===== src/rtl/phase_comps_sched_if.sv =====
// Sample-stream framing and coefficient-config bus for phase_comps_sched.
// master = stream source / host; slave = the scheduler.
interface phase_comps_sched_if;
  logic        din_valid;
  logic        din_sop;
  logic        din_eop;
  logic        frame_sync;
  logic        cfg_wr_en;
  logic [4:0]  cfg_wr_addr;
  logic [31:0] cfg_wr_data;
  logic        cfg_commit;
  logic        cfg_busy;

  modport master (
    output din_valid, din_sop, din_eop, frame_sync,
    output cfg_wr_en, cfg_wr_addr, cfg_wr_data, cfg_commit,
    input  cfg_busy
  );

  modport slave (
    input  din_valid, din_sop, din_eop, frame_sync,
    input  cfg_wr_en, cfg_wr_addr, cfg_wr_data, cfg_commit,
    output cfg_busy
  );
endinterface


===== src/rtl/phase_comps_sched.sv =====
// Symbol/slot sequencer with double-buffered phase-compensation coefficients.
// Define PHASE_COMPS_SCHED_ERR_CNT_EN to add the saturating err_cnt output.
module phase_comps_sched #(
  parameter int unsigned COEF_NUM       = 28,
  parameter int unsigned SYM_PER_SLOT   = 14,
  parameter int unsigned SLOT_PER_FRAME = 20
) (
  input  logic                clk,
  input  logic                rst_n,
  phase_comps_sched_if.slave  bus,
  output logic [3:0]          sym_index,
  output logic [7:0]          slot_index,
  output logic [31:0]         coef_data [COEF_NUM],
  output logic                err_seq,
  output logic                err_wr_drop
`ifdef PHASE_COMPS_SCHED_ERR_CNT_EN
  ,
  output logic [15:0]         err_cnt
`endif
);

  localparam logic [3:0]  LAST_SYM  = 4'(SYM_PER_SLOT - 1);
  localparam logic [7:0]  LAST_SLOT = 8'(SLOT_PER_FRAME - 1);
  localparam logic [31:0] COEF_UNITY = 32'h0000_7FFF;

  typedef enum logic {S_IDLE, S_IN_SYM} state_t;

  state_t      state_q, state_d;
  logic [3:0]  sym_q, sym_d;
  logic [7:0]  slot_q, slot_d;
  logic        busy_q, busy_d;
  logic        err_seq_q, err_wr_drop_q;
  logic [31:0] shadow_q [COEF_NUM];
  logic [31:0] active_q [COEF_NUM];

  logic sop, eop, adv, seq_err;
  logic boundary, copy, wr_ok, wr_drop;

  assign sop = bus.din_valid & bus.din_sop;
  assign eop = bus.din_valid & bus.din_eop;

  always_comb begin
    state_d = state_q;
    adv     = 1'b0;
    seq_err = 1'b0;
    unique case (state_q)
      S_IDLE: begin
        if (sop && eop) begin
          adv = 1'b1;
        end else if (sop) begin
          state_d = S_IN_SYM;
        end else if (eop) begin
          seq_err = 1'b1;
        end
      end
      S_IN_SYM: begin
        // A stray sop closes the open symbol; with eop it is also the last sample.
        if (sop) begin
          seq_err = 1'b1;
          adv     = 1'b1;
          state_d = eop ? S_IDLE : S_IN_SYM;
        end else if (eop) begin
          adv     = 1'b1;
          state_d = S_IDLE;
        end
      end
      default: state_d = S_IDLE;
    endcase
  end

  assign boundary = adv && (sym_q == LAST_SYM);

  always_comb begin
    sym_d  = sym_q;
    slot_d = slot_q;
    if (bus.frame_sync) begin
      sym_d  = '0;
      slot_d = '0;
    end else if (adv) begin
      if (sym_q == LAST_SYM) begin
        sym_d  = '0;
        slot_d = (slot_q == LAST_SLOT) ? '0 : slot_q + 8'd1;
      end else begin
        sym_d = sym_q + 4'd1;
      end
    end
  end

  // Only a request already latched in busy_q can commit, so a commit that
  // coincides with a boundary waits for the following one.
  assign copy = busy_q &&
                (boundary || bus.frame_sync || (state_q == S_IDLE && sym_q == '0));
  assign wr_ok   = bus.cfg_wr_en && !busy_q && (32'(bus.cfg_wr_addr) < COEF_NUM);
  assign wr_drop = bus.cfg_wr_en && busy_q;

  always_comb begin
    busy_d = busy_q;
    if (copy) begin
      busy_d = 1'b0;
    end else if (bus.cfg_commit) begin
      busy_d = 1'b1;
    end
  end

  always_ff @(posedge clk) begin
    if (!rst_n) begin
      state_q       <= S_IDLE;
      sym_q         <= '0;
      slot_q        <= '0;
      busy_q        <= 1'b0;
      err_seq_q     <= 1'b0;
      err_wr_drop_q <= 1'b0;
      for (int unsigned i = 0; i < COEF_NUM; i++) begin
        shadow_q[i] <= COEF_UNITY;
        active_q[i] <= COEF_UNITY;
      end
    end else begin
      state_q <= state_d;
      sym_q   <= sym_d;
      slot_q  <= slot_d;
      busy_q  <= busy_d;
      if (seq_err) err_seq_q     <= 1'b1;
      if (wr_drop) err_wr_drop_q <= 1'b1;
      if (wr_ok)   shadow_q[bus.cfg_wr_addr] <= bus.cfg_wr_data;
      if (copy)    active_q <= shadow_q;
    end
  end

`ifdef PHASE_COMPS_SCHED_ERR_CNT_EN
  logic [15:0] err_cnt_q;
  logic [16:0] err_sum;

  assign err_sum = {1'b0, err_cnt_q} + 17'(seq_err) + 17'(wr_drop);

  always_ff @(posedge clk) begin
    if (!rst_n) begin
      err_cnt_q <= '0;
    end else begin
      err_cnt_q <= err_sum[16] ? '1 : err_sum[15:0];
    end
  end

  assign err_cnt = err_cnt_q;
`endif

  assign bus.cfg_busy = busy_q;
  assign sym_index    = sym_q;
  assign slot_index   = slot_q;
  assign coef_data    = active_q;
  assign err_seq      = err_seq_q;
  assign err_wr_drop  = err_wr_drop_q;

endmodule


===== src/flat_wrapper.sv =====
// flat-port wrapper written by rule: the top's interface ports become plain ports
module phase_comps_sched_flat 
#(
  parameter int unsigned COEF_NUM       = 28,
  parameter int unsigned SYM_PER_SLOT   = 14,
  parameter int unsigned SLOT_PER_FRAME = 20
)
  (clk, rst_n, sym_index, slot_index, coef_data, err_seq, err_wr_drop, bus_din_valid, bus_din_sop, bus_din_eop, bus_frame_sync, bus_cfg_wr_en, bus_cfg_wr_addr, bus_cfg_wr_data, bus_cfg_commit, bus_cfg_busy);
  phase_comps_sched_if bus_i ();
  input  logic clk;
  input  logic rst_n;
  output logic [3:0] sym_index;
  output logic [7:0] slot_index;
  output logic [31:0] coef_data[COEF_NUM];
  output logic err_seq;
  output logic err_wr_drop;
  input wire logic [$bits(bus_i.din_valid)-1:0] bus_din_valid;
  input wire logic [$bits(bus_i.din_sop)-1:0] bus_din_sop;
  input wire logic [$bits(bus_i.din_eop)-1:0] bus_din_eop;
  input wire logic [$bits(bus_i.frame_sync)-1:0] bus_frame_sync;
  input wire logic [$bits(bus_i.cfg_wr_en)-1:0] bus_cfg_wr_en;
  input wire logic [$bits(bus_i.cfg_wr_addr)-1:0] bus_cfg_wr_addr;
  input wire logic [$bits(bus_i.cfg_wr_data)-1:0] bus_cfg_wr_data;
  input wire logic [$bits(bus_i.cfg_commit)-1:0] bus_cfg_commit;
  output wire logic [$bits(bus_i.cfg_busy)-1:0] bus_cfg_busy;
  assign bus_i.din_valid = bus_din_valid;
  assign bus_i.din_sop = bus_din_sop;
  assign bus_i.din_eop = bus_din_eop;
  assign bus_i.frame_sync = bus_frame_sync;
  assign bus_i.cfg_wr_en = bus_cfg_wr_en;
  assign bus_i.cfg_wr_addr = bus_cfg_wr_addr;
  assign bus_i.cfg_wr_data = bus_cfg_wr_data;
  assign bus_i.cfg_commit = bus_cfg_commit;
  assign bus_cfg_busy = bus_i.cfg_busy;
  phase_comps_sched #(.COEF_NUM(COEF_NUM), .SYM_PER_SLOT(SYM_PER_SLOT), .SLOT_PER_FRAME(SLOT_PER_FRAME)) u_core (.clk(clk), .rst_n(rst_n), .bus(bus_i), .sym_index(sym_index), .slot_index(slot_index), .coef_data(coef_data), .err_seq(err_seq), .err_wr_drop(err_wr_drop));
endmodule

===== config.mk =====
export PLATFORM = sky130hd
export DESIGN_NAME = phase_comps_sched_flat
export DESIGN_NICKNAME = d
export VERILOG_FILES = /design/src/rtl/phase_comps_sched_if.sv /design/src/rtl/phase_comps_sched.sv /design/src/flat_wrapper.sv
export SDC_FILE = /design/constraint.sdc
export NUM_CORES = 2
export LEC_CHECK = 0
export BUFFER_PORTS_ARGS = -buffer_cell sky130_fd_sc_hd__buf_2
export CORE_MARGIN = 2
export CORE_UTILIZATION = 30
export DETAILED_ROUTE_END_ITERATION = 8
export PLACE_DENSITY_LB_ADDON = 0.25
export RECOVER_POWER = 100
export SETUP_SLACK_MARGIN = 0.3
export SLEW_MARGIN = 5
export SYNTH_ARGS = -nofsm -noshare
export SYNTH_HDL_FRONTEND = slang
export SYNTH_SLANG_ARGS = --single-unit

===== constraint.sdc =====
create_clock -name clk -period 3.9 [get_ports clk]
set_input_delay 0.39 -clock clk [delete_from_list [all_inputs] [get_ports clk]]
set_output_delay 0.39 -clock clk [all_outputs]
set_load 0.005 [all_outputs]

==> metrics.txt <==
min cycle time layout 3.27 ns; core area ~220000 sq um; Setup Skew 0.0504 ns; CTS tree done; leakage power 30.3 nW; pin count of the biggest net entering global routing around 200; Syn Std Cell Area slightly below 70000 sq um; sequential element share of the synthesized area 53.8%; worst flop-to-flop path startpoint u_core.state_q; clk buf depth 3; hold crit path type input port to flop; Max Freq 306 MHz; clock share of power 47.7%; Async SR Flop Fraction 0%; Post-synth EDFFs 0; fin util 36.0%; sw frac 24.4%; flop2flop setup slack 0.63 ns; Post-Synthesis Net Count 8058; commonest non-fill, non-tap cell in the layout nand2_1; Critical Path Start u_core.state_q; DRT antenna net count 0; Main synth FF type dfxtp_1; Comb pwr share 5.6%; Seq pwr share between 40% and 50%; worst vdd ir 385 uV; Sink Count ~1800; Synthesis Warnings 0; Via density about 4.9; worst hold slack between 0.07 and 0.08 ns; R2R Path End u_core.coef_data[490]; R2R cell count 6; Int Power 0.0302 W; clk slew on worst S/H paths 0.06 ns; clock root buffer clkbuf_16; number of buffers created by CTS between 150 and 200; layout cells sized above 1 roughly a tenth; Die Y 478 microns; Crit Path Max Fanout 54; Critical Path RT 4.67 ns; Final #Nets 8691; Final Max Tran Viols 0; critical path launch point type flop; DRC viols 0; Unique masters post-synth between 40 and 50; row cnt 173; Initial Utilization 30.2%; DR WL/cell 22.7 microns; most frequent cells in the layout nand2_1 (2751), dfxtp_1 (1808), mux2i_1 (898); gr usage total 22.4%; DP HPWL 164 mm; first-pass GRT wire length 379 mm; Net Sw Power ~0.0097 W; critical path endpoint category flop; I/O pin count 956; RSZ-0062 raised after global routing no; Mapped Cells 8012; Arr. time, crit path 4.04 ns; setup TNS 0 ns; syn avg cell area approximately 8.4 sq um; final WL about 270 mm; initial antenna violation count 19; crit path to u_core.coef_data[490]; Die ar. around 230000 sq um; MaxCap Viol Count 0; Seq cells post-synth ~1800; total congestion overflow 0; Buffers on Ports 955; Post CTS Setup Buffer Count 0; H-tree depth 4; gpl congestion 0.790; vias in the first global route 53400; status finished clean; initial detailed-routing violation count 5209; clk_lat worst skew between 0.8 and 0.9 ns; CP Class flop to flop; Slew HR around 1.8%; Power Density 498 nW/um^2; via count 57200; worst slew pin tran between 1 and 1.5 ns; final setup vio count 0; Synth-to-Final Area Change 19.1%; Die X 478 microns; Tcrit/Tclk final 83.8%; DRT Pass-1 Iters 6; final hold violations 0
## cell families (layout without fill, tap and decap cells)
logic type	Yosys count	count (layout)	share of synthesized area, %
AO/OA/AOI/OAI	497	497	3.75
XOR/XNOR	5	5	0.0651
adder cells (fa/ha/maj)	2	2	0.0353
buffers and inverters	685	1470	4.76
flip-flops	1808	1808	53.8
multiplexers	898	898	13.4
other	0	12	0
AND/OR/NAND/NOR	4117	4117	24.2
## sequential cells by signal (all words and copies together), names as in the netlist
| name | flops |
|---|---|
| u_core.coef_data | 896 |
| u_core.shadow_q | 896 |
| u_core.slot_index | 8 |
| u_core.sym_index | 4 |
| u_core.bus.cfg_busy | 1 |
| u_core.err_seq | 1 |
| u_core.err_wr_drop | 1 |
| u_core.state_q | 1 |
## timing repair
| action | in CTS | in global routing |
|---|---|---|
| hold buffers | 8 | 0 |
| hold endpoints to repair | 21 | 0 |
| gates resized for setup | 0 | 0 |
## synthesized netlist by cell type (4+ instances only)
| master | instances | area, sq um |
|---|---|---|
| buf_1 | 15 | 56.3 |
| clkbuf_1 | 491 | 1840 |
| nor3_4 | 10 | 163 |
| nand2b_1 | 6 | 37.5 |
| nand4_1 | 4 | 25.0 |
| nor2_1 | 855 | 3210 |
| buf_4 | 68 | 510 |
| xor2_1 | 5 | 43.8 |
| or3_1 | 4 | 25.0 |
| buf_6 | 39 | 439 |
| buf_2 | 69 | 345 |
| dfxtp_1 | 1808 | 36200 |
| nand3_1 | 447 | 2240 |
| nor2b_1 | 5 | 31.3 |
| a21oi_1 | 484 | 2420 |
| mux2i_1 | 898 | 8990 |
| nand2_1 | 2751 | 10300 |
| nor3_2 | 6 | 60.1 |
| nor3_1 | 13 | 65.1 |
## cell type report
type                    instances  area [sq um]
multi-input cells            5519         27900
diodes                         12          30.0
clock buffers                 291          5790
inverters                       3          18.8
well taps                    2975          3720
fillers                     23200        142000
clock inverters                55           823
flip-flops and latches       1808         36200
repair buffers               1121          5680
## per-layer routing
| layer | global-route usage (%) | up-vias | wire (microns) |
|---|---|---|---|
| met5 | 0 | - | 0 |
| met3 | 3.30 | 432 | 16400 |
| li1 | - | 26900 | - |
| met1 | 30.3 | 27800 | 119000 |
| met4 | 8.95 | 0 | 10500 |
| met2 | 35.7 | 2094 | 122000 |
## how the worst min path moves through the flow
stage / start / to / cells past startpoint
final: bus_frame_sync / u_core.sym_index[1] / 3
after global routing: bus_cfg_wr_data[30] / u_core.shadow_q[574] / 3
after CTS: bus_cfg_wr_addr[2] / u_core.shadow_q[383] / 5
after detailed placement: u_core.coef_data[239] / u_core.coef_data[239] / 2
after global placement: u_core.shadow_q[81] / u_core.shadow_q[81] / 2
after floorplan: u_core.shadow_q[111] / u_core.shadow_q[111] / 2
## stage by stage
step / setup WS, ns / cell area [sq um] / total power, W / std cells
final: 0.630 / 80100 / 0.0399 / 11800
after CTS: 1.09 / 81100 / 0.0403 / 11800
after global routing: 0.479 / 80100 / 0.0411 / 11800
after global placement: 1.09 / 74400 / 0.0213 / 11400
after floorplan: 2.06 / 67300 / 0.0205 / 8012
after detailed placement: 1.04 / 74400 / 0.0213 / 11400
## critical path: stages, from the launching register on
cell and delay, ns:
dfxtp_1 0.41, maj3_1 0.41, nand3_1 0.31, a21boi_4 0.33
buf_12 0.31, clkbuf_4 0.99, mux2i_1 0.29
## power by group through the flow
| stage | Sequential [W] | Combinational [W] | Clock [W] |
|---|---|---|---|
| finish | 0.0186 | 0.00224 | 0.0190 |
| global route | 0.0186 | 0.00234 | 0.0201 |
| CTS | 0.0186 | 0.00227 | 0.0194 |
| detailed placement | 0.0190 | 0.00226 | 0 |
| global placement | 0.0190 | 0.00225 | 0 |
| floorplan | 0.0190 | 0.00145 | 0 |
(Power assumes the default switching activity.)
